**src/rtl/mem_dump_ctrl_pkg.sv**
```systemverilog
// Shared definitions for the memory dump controller: FSM states and the default
// bus widths used by the computer top.
package mem_dump_ctrl_pkg;

  localparam int unsigned DEF_ADDR_W = 12;
  localparam int unsigned DEF_DATA_W = 32;

  // Settle and read-latency counter width; both counts stay within 1..15.
  localparam int unsigned CNT_W = 4;

  typedef enum logic [2:0] {
    ST_IDLE    = 3'd0,
    ST_SETTLE  = 3'd1,
    ST_WAIT    = 3'd2,
    ST_PRESENT = 3'd3,
    ST_FINISH  = 3'd4
  } dump_state_e;

endpackage

```
**src/rtl/dump_range_ctr.sv**
```systemverilog
// Current dump address and remaining-word count for an inclusive, wrapping range.
module dump_range_ctr
  import mem_dump_ctrl_pkg::*;
#(
  parameter int unsigned ADDR_W = DEF_ADDR_W
) (
  input  logic              clk_i,
  input  logic              rst_i,
  input  logic              load_i,
  input  logic [ADDR_W-1:0] start_addr_i,
  input  logic [ADDR_W-1:0] last_addr_i,
  input  logic              step_i,
  output logic [ADDR_W-1:0] cur_o,
  output logic              last_o
);

  logic [ADDR_W-1:0] cur_q, cur_d;
  logic [ADDR_W-1:0] rem_q, rem_d;
  logic              last_q, last_d;

  // Remaining count is modulo the depth, so LAST < START simply wraps through 0.
  always_comb begin
    cur_d  = cur_q;
    rem_d  = rem_q;
    last_d = last_q;
    if (load_i) begin
      cur_d  = start_addr_i;
      rem_d  = last_addr_i - start_addr_i;
      last_d = (last_addr_i == start_addr_i);
    end else if (step_i && !last_q) begin
      cur_d  = cur_q + 1'b1;
      rem_d  = rem_q - 1'b1;
      last_d = (rem_q == ADDR_W'(1));
    end
  end

  always_ff @(posedge clk_i or posedge rst_i) begin
    if (rst_i) begin
      cur_q  <= '0;
      rem_q  <= '0;
      last_q <= 1'b0;
    end else begin
      cur_q  <= cur_d;
      rem_q  <= rem_d;
      last_q <= last_d;
    end
  end

  assign cur_o  = cur_q;
  assign last_o = last_q;

endmodule

```
**src/rtl/mem_dump_ctrl.sv**
```systemverilog
// Halts the computer, walks its debug read port over an address range and streams
// each captured word, tagged with its address, over a valid/ready interface.
module mem_dump_ctrl
  import mem_dump_ctrl_pkg::*;
#(
  parameter int unsigned ADDR_W = DEF_ADDR_W,
  parameter int unsigned DATA_W = DEF_DATA_W,
  parameter int unsigned RD_LAT = 1,
  parameter int unsigned SETTLE = 2
) (
  input  logic              clk_i,
  input  logic              rst_i,
  input  logic              start_i,
  input  logic [ADDR_W-1:0] start_addr_i,
  input  logic [ADDR_W-1:0] last_addr_i,
  input  logic              abort_i,
  output logic              hlt_o,
  output logic [ADDR_W-1:0] dbg_addr_o,
  input  logic [DATA_W-1:0] data_i,
  output logic              out_valid_o,
  input  logic              out_ready_i,
  output logic [DATA_W-1:0] out_data_o,
  output logic [ADDR_W-1:0] out_addr_o,
  output logic              busy_o,
  output logic              done_o
);

  dump_state_e       state_q, state_d;
  logic [CNT_W-1:0]  cnt_q, cnt_d;
  logic [ADDR_W-1:0] dbg_addr_q, dbg_addr_d;
  logic [DATA_W-1:0] out_data_q, out_data_d;
  logic [ADDR_W-1:0] out_addr_q, out_addr_d;
  logic              hlt_q, busy_q, valid_q, done_q;

  logic              rng_load, rng_step;
  logic [ADDR_W-1:0] cur;
  logic              last_word;

  dump_range_ctr #(
    .ADDR_W(ADDR_W)
  ) u_range (
    .clk_i       (clk_i),
    .rst_i       (rst_i),
    .load_i      (rng_load),
    .start_addr_i(start_addr_i),
    .last_addr_i (last_addr_i),
    .step_i      (rng_step),
    .cur_o       (cur),
    .last_o      (last_word)
  );

  // Next-state logic; the debug address only moves when a read is (re)issued.
  always_comb begin
    state_d    = state_q;
    cnt_d      = cnt_q;
    dbg_addr_d = dbg_addr_q;
    out_data_d = out_data_q;
    out_addr_d = out_addr_q;
    rng_load   = 1'b0;
    rng_step   = 1'b0;

    case (state_q)
      ST_IDLE: begin
        if (start_i) begin
          rng_load   = 1'b1;
          dbg_addr_d = start_addr_i;
          cnt_d      = '0;
          state_d    = ST_SETTLE;
        end
      end
      ST_SETTLE: begin
        if (cnt_q == CNT_W'(SETTLE - 1)) begin
          cnt_d   = '0;
          state_d = ST_WAIT;
        end else begin
          cnt_d = cnt_q + 1'b1;
        end
      end
      ST_WAIT: begin
        if (cnt_q == CNT_W'(RD_LAT - 1)) begin
          cnt_d      = '0;
          out_data_d = data_i;
          out_addr_d = cur;
          state_d    = ST_PRESENT;
        end else begin
          cnt_d = cnt_q + 1'b1;
        end
      end
      ST_PRESENT: begin
        if (out_ready_i) begin
          if (last_word) begin
            state_d = ST_FINISH;
          end else begin
            rng_step   = 1'b1;
            dbg_addr_d = cur + 1'b1;
            state_d    = ST_WAIT;
          end
        end
      end
      ST_FINISH: state_d = ST_IDLE;
      default:   state_d = ST_IDLE;
    endcase

    // Abort overrides everything, including a same-cycle handshake.
    if (abort_i && (state_q != ST_IDLE)) begin
      state_d = ST_IDLE;
    end
  end

  always_ff @(posedge clk_i or posedge rst_i) begin
    if (rst_i) begin
      state_q    <= ST_IDLE;
      cnt_q      <= '0;
      dbg_addr_q <= '0;
      out_data_q <= '0;
      out_addr_q <= '0;
      hlt_q      <= 1'b0;
      busy_q     <= 1'b0;
      valid_q    <= 1'b0;
      done_q     <= 1'b0;
    end else begin
      state_q    <= state_d;
      cnt_q      <= cnt_d;
      dbg_addr_q <= dbg_addr_d;
      out_data_q <= out_data_d;
      out_addr_q <= out_addr_d;
      hlt_q      <= (state_d == ST_SETTLE) || (state_d == ST_WAIT) || (state_d == ST_PRESENT);
      busy_q     <= (state_d != ST_IDLE);
      valid_q    <= (state_d == ST_PRESENT);
      done_q     <= (state_d == ST_FINISH);
    end
  end

  assign hlt_o       = hlt_q;
  assign dbg_addr_o  = dbg_addr_q;
  assign out_valid_o = valid_q;
  assign out_data_o  = out_data_q;
  assign out_addr_o  = out_addr_q;
  assign busy_o      = busy_q;
  assign done_o      = done_q;

endmodule
```
**config.mk**
```make
export PLATFORM = sky130hd
export DESIGN_NAME = mem_dump_ctrl
export DESIGN_NICKNAME = d
export VERILOG_FILES = /design/src/rtl/mem_dump_ctrl_pkg.sv /design/src/rtl/dump_range_ctr.sv /design/src/rtl/mem_dump_ctrl.sv
export SDC_FILE = /design/constraint.sdc
export NUM_CORES = 1
export LEC_CHECK = 0
export CAP_MARGIN = 5
export CORE_ASPECT_RATIO = 1.1
export CORE_MARGIN = 2
export CORE_UTILIZATION = 45
export DETAILED_ROUTE_END_ITERATION = 10
export GPL_ROUTABILITY_DRIVEN = 0
export PLACE_DENSITY = 0.77
export SYNTH_ARGS = -nofsm -noshare
export SYNTH_HDL_FRONTEND = slang
export SYNTH_SLANG_ARGS = --single-unit
```
**constraint.sdc**
```tcl
create_clock -name clk_i -period 3 [get_ports clk_i]
set_clock_uncertainty 0.15 [all_clocks]
set_input_delay 0.45 -clock clk_i [delete_from_list [all_inputs] [get_ports clk_i]]
set_output_delay 0.45 -clock clk_i [all_outputs]
set_load 0.05 [all_outputs]
```
==> flow_summary.toml <==
[timing]
fmax_ghz = 0.3914
period_needed_ps = 2555
final_hold_viol_count = 0
drv_slew = 0
relSlewSlack_pct = 58.20
post-route-period-util_pct = 85.16
worst_slew_pin_slew_ps = 622.3
tns_ps = 0
setup_viol = 0
setup_slack_ps = 445.3
rsz0062_at_grt = "false"

[detailed_routing]
drt-pass1-iter-count = 4
drc = 0
finalWirelength_mm = 11.55
vias = 3956
wire_per_inst_microns = 15.84
drtAntennaViolNets = 0
drt_iter0_markers = 207
drt-vias-per-instance = 5.427

[worst_setup_path]
rrSetupSlack_ps = 820
r2r-end = "dbg_addr_o[9]"
cp.arrival_ps = 2640
path_cells = "clkdlybuf4s50_1, inv_1, ha_1, nor2b_1, o21ai_0, o211ai_1, a21boi_0, xor2_1, a221oi_1"
crit_path_max_fanout = 4
r2r_start = "u_range.cur_o[2]"
critPathMaxStageDelay_ps = 540
reg2reg_depth = 5
end_kind = "flop"
crit_slowest_cell = "clkdlybuf4s50_1"
crit_type = "input port to flop"
start_kind = "input port"
critical_path_required_ps = 3080

[clocking]
root_buffer = "clkbuf_16"
clk_latency_ps = 340
path_clk_slew_ps = 70
ctsHoldBuffers = 0
post_cts_buffers = 0
cts_sinks = 92
ctsResizeCount = 0
tritoncts = "built"
cts_max_path_buffers = 2
cts_buffers = 9
cts_max_level = 3

[die]
ios = 121
initial_utilization_pct = 46.00
dieArea_sq_um = 11410
core_sq_um = 10340
die_w_microns = 102.0
die_h_microns = 111.9
placementRows = 39

[yosys]
yosysTopAreaCell = "dfrtp_1"
synth_edf_count = 0
yosysWarnings = 0
synth_seq_cells = 92
yosysUniqueCellTypes = 51
syn_inst = 463
synth_area_leaders = "dfrtp_1 (48%), mux2_2 (10%), ha_1 (4.5%), a21oi_1 (3.3%), nand2_1 (3.2%)"
yosysTopAreaCellShare_pct = 48.38
syn_area_sq_um = 4758
synth.avg_cell_area_sq_um = 10.28
syn_nets = 542
yosysSeqAreaShare_pct = 48.38
async_flop_share_pct = 100.0
synth-main-ff-cell = "dfrtp_1"

[place]
port_buffers = 120
hpwl_mm = 8.386
post_dp_cell_area_sq_um = 6100
dp_slack_ps = 116.4

[global_route]
grt_max_degree = 64
grt_overflow = 0
grt_usage_pct = 20.81
antenna_found_initial = 0
grt_pass1_wl_mm = 18.82
grt_pass1_vias = 3953

[pwr]
cellPowerDensity_nw_per_um2 = 1127
switching_share_pct = 46.25
combPwrFrac_pct = 53.1
power.leakage_nw = 2.693
seq_power_share_pct = 31.6
peakVddDrop_uv = 520.5
p_clk_share_pct = 15.3
p_int_mw = 3.877
p_switching_mw = 3.336

[finish]
nets = 660
drive_gt1_share_pct = 13.99
n_antenna_cell = 0
fillCellCount = 864
finalInstanceArea_sq_um = 6397
area_growth_pct = 34.45

[run_status]
status = "finished clean"

[hold_path]
min_path_type = "input port to asynchronous set/reset pin"

[flow_run]
drv_cap = 0
[area by class of cell]
| class | count | area [sq um] | area share (%) |
|---|---|---|---|
| Multi-Input combinational cell | 328 | 2257 | 35.28 |
| Sequential cell | 92 | 2302 | 35.99 |
| Tap cell | 143 | 178.9 | 2.797 |
| Clock inverter | 6 | 58.81 | 0.9192 |
| Timing Repair Buffer | 129 | 1281 | 20.03 |
| Clock buffer | 10 | 239.0 | 3.736 |
| Inverter | 21 | 80.08 | 1.252 |
[worst max path at each step]
stage | startpoint | endpoint | slack (ps) | cells past startpoint
after floorplan | rst_i | busy_o | 8 | 1
after global placement | start_addr_i[1] | u_range.rem_q[11] | 160 | 9
after detailed placement | start_addr_i[1] | u_range.rem_q[7] | 120 | 9
after CTS | start_addr_i[1] | u_range.rem_q[11] | 470 | 9
after global routing | start_addr_i[1] | u_range.rem_q[7] | 210 | 9
final | start_addr_i[1] | u_range.rem_q[7] | 450 | 9
[layout by cell type (no fill, tap or decap), types with 2 or more instances in the layout]
cell               n
a21o_1             4
a21boi_0           2
ha_1              17
a21oi_1           31
nand3b_1           2
o22ai_1            3
and3_1             6
nor2_1            38
nand2b_1           3
nor4_1             4
nand3_1           12
nand2_1           40
or3_1              2
o21ai_0           29
inv_1             20
dfrtp_1           92
clkbuf_16          9
o21a_1             5
clkinv_4           3
clkdlybuf4s50_1  120
a31oi_1            5
or4_4              2
xnor2_1           12
buf_4              8
nor2b_1            5
o211ai_1           5
o221ai_1           9
a221oi_1           3
mux2_2            44
o31ai_1            2
xor2_1            10
or2_2              5
nor3_1            10
[power by group through the flow]
stage,clock [mW],combinational (mW),sequential [mW]
final,1.10,3.83,2.28
after global routing,1.19,4.08,2.35
after CTS,1.13,3.86,2.27
after detailed placement,0,3.84,2.29
after global placement,0,3.76,2.26
after floorplan,0,1.27,3.59
[worst max-delay path, delay by kind of cell]
kind | cells | cell delay, ps
AOI/OAI and AO/OA | 4 | 1030
xor gates and xnor gates | 1 | 110
adders and majority gates | 1 | 300
buffers and inverters | 2 | 620
and+or+nand+nor | 1 | 130
[Yosys cell counts (2+ instances only)]
library cell,number
a21boi_0,2
a21o_1,4
a21oi_1,31
a221oi_1,3
a31oi_1,5
and3_1,6
buf_2,3
clkbuf_1,15
clkbuf_8,3
dfrtp_1,92
ha_1,17
inv_1,21
mux2_2,44
nand2_1,40
nand2b_1,3
nand3_1,12
nand3b_1,2
nor2_1,38
nor2b_1,5
nor3_1,10
nor4_1,4
o211ai_1,5
o21a_1,5
o21ai_0,29
o221ai_1,9
o22ai_1,3
o31ai_1,2
or2_2,5
or3_1,2
or4_4,2
xnor2_1,12
xor2_1,10
[sequential cells by signal (all words and copies together) (netlist names)]
register and cells:
out_data_o 32, dbg_addr_o 12, out_addr_o 12, u_range.cur_o 12, u_range.rem_q 12, cnt_q 4, state_q 3, busy_o 1
done_o 1, hlt_o 1, out_valid_o 1, u_range.last_o 1
[cells by family after synthesis]
kind of cell / Yosys count / synth area share (%)
fa+ha+maj: 18 / 4.891
mux: 44 / 10.41
flops: 92 / 48.38
simple gates: 137 / 13.88
buf+inv: 43 / 4.181
xor+xnor: 22 / 4.049
compound gates: 107 / 14.20
[metrics by stage]
stage	total power, mW	utilization (%)	hold WS [ps]	cells
CTS	7.261	61.84	305.4	729
finish	7.212	61.84	299.9	729
floorplan	4.864	-	328.0	463
detailed placement	6.138	58.96	325.7	713
global placement	6.023	58.96	315.7	713
global route	7.618	61.84	343.8	729
[metal layers]
layer  share of wire [%]  GRT usage (%)  up-vias  wire (microns)
met4                 1.5          7.733        0             172
met1                  42          25.73     1943            4887
met2                  51          35.79      120            5845
met3                 5.6          3.955       15             646
li1                    -              -     1878               -
met5                   0              0        -               0
Note: power is estimated with default switching activity, not from simulation.
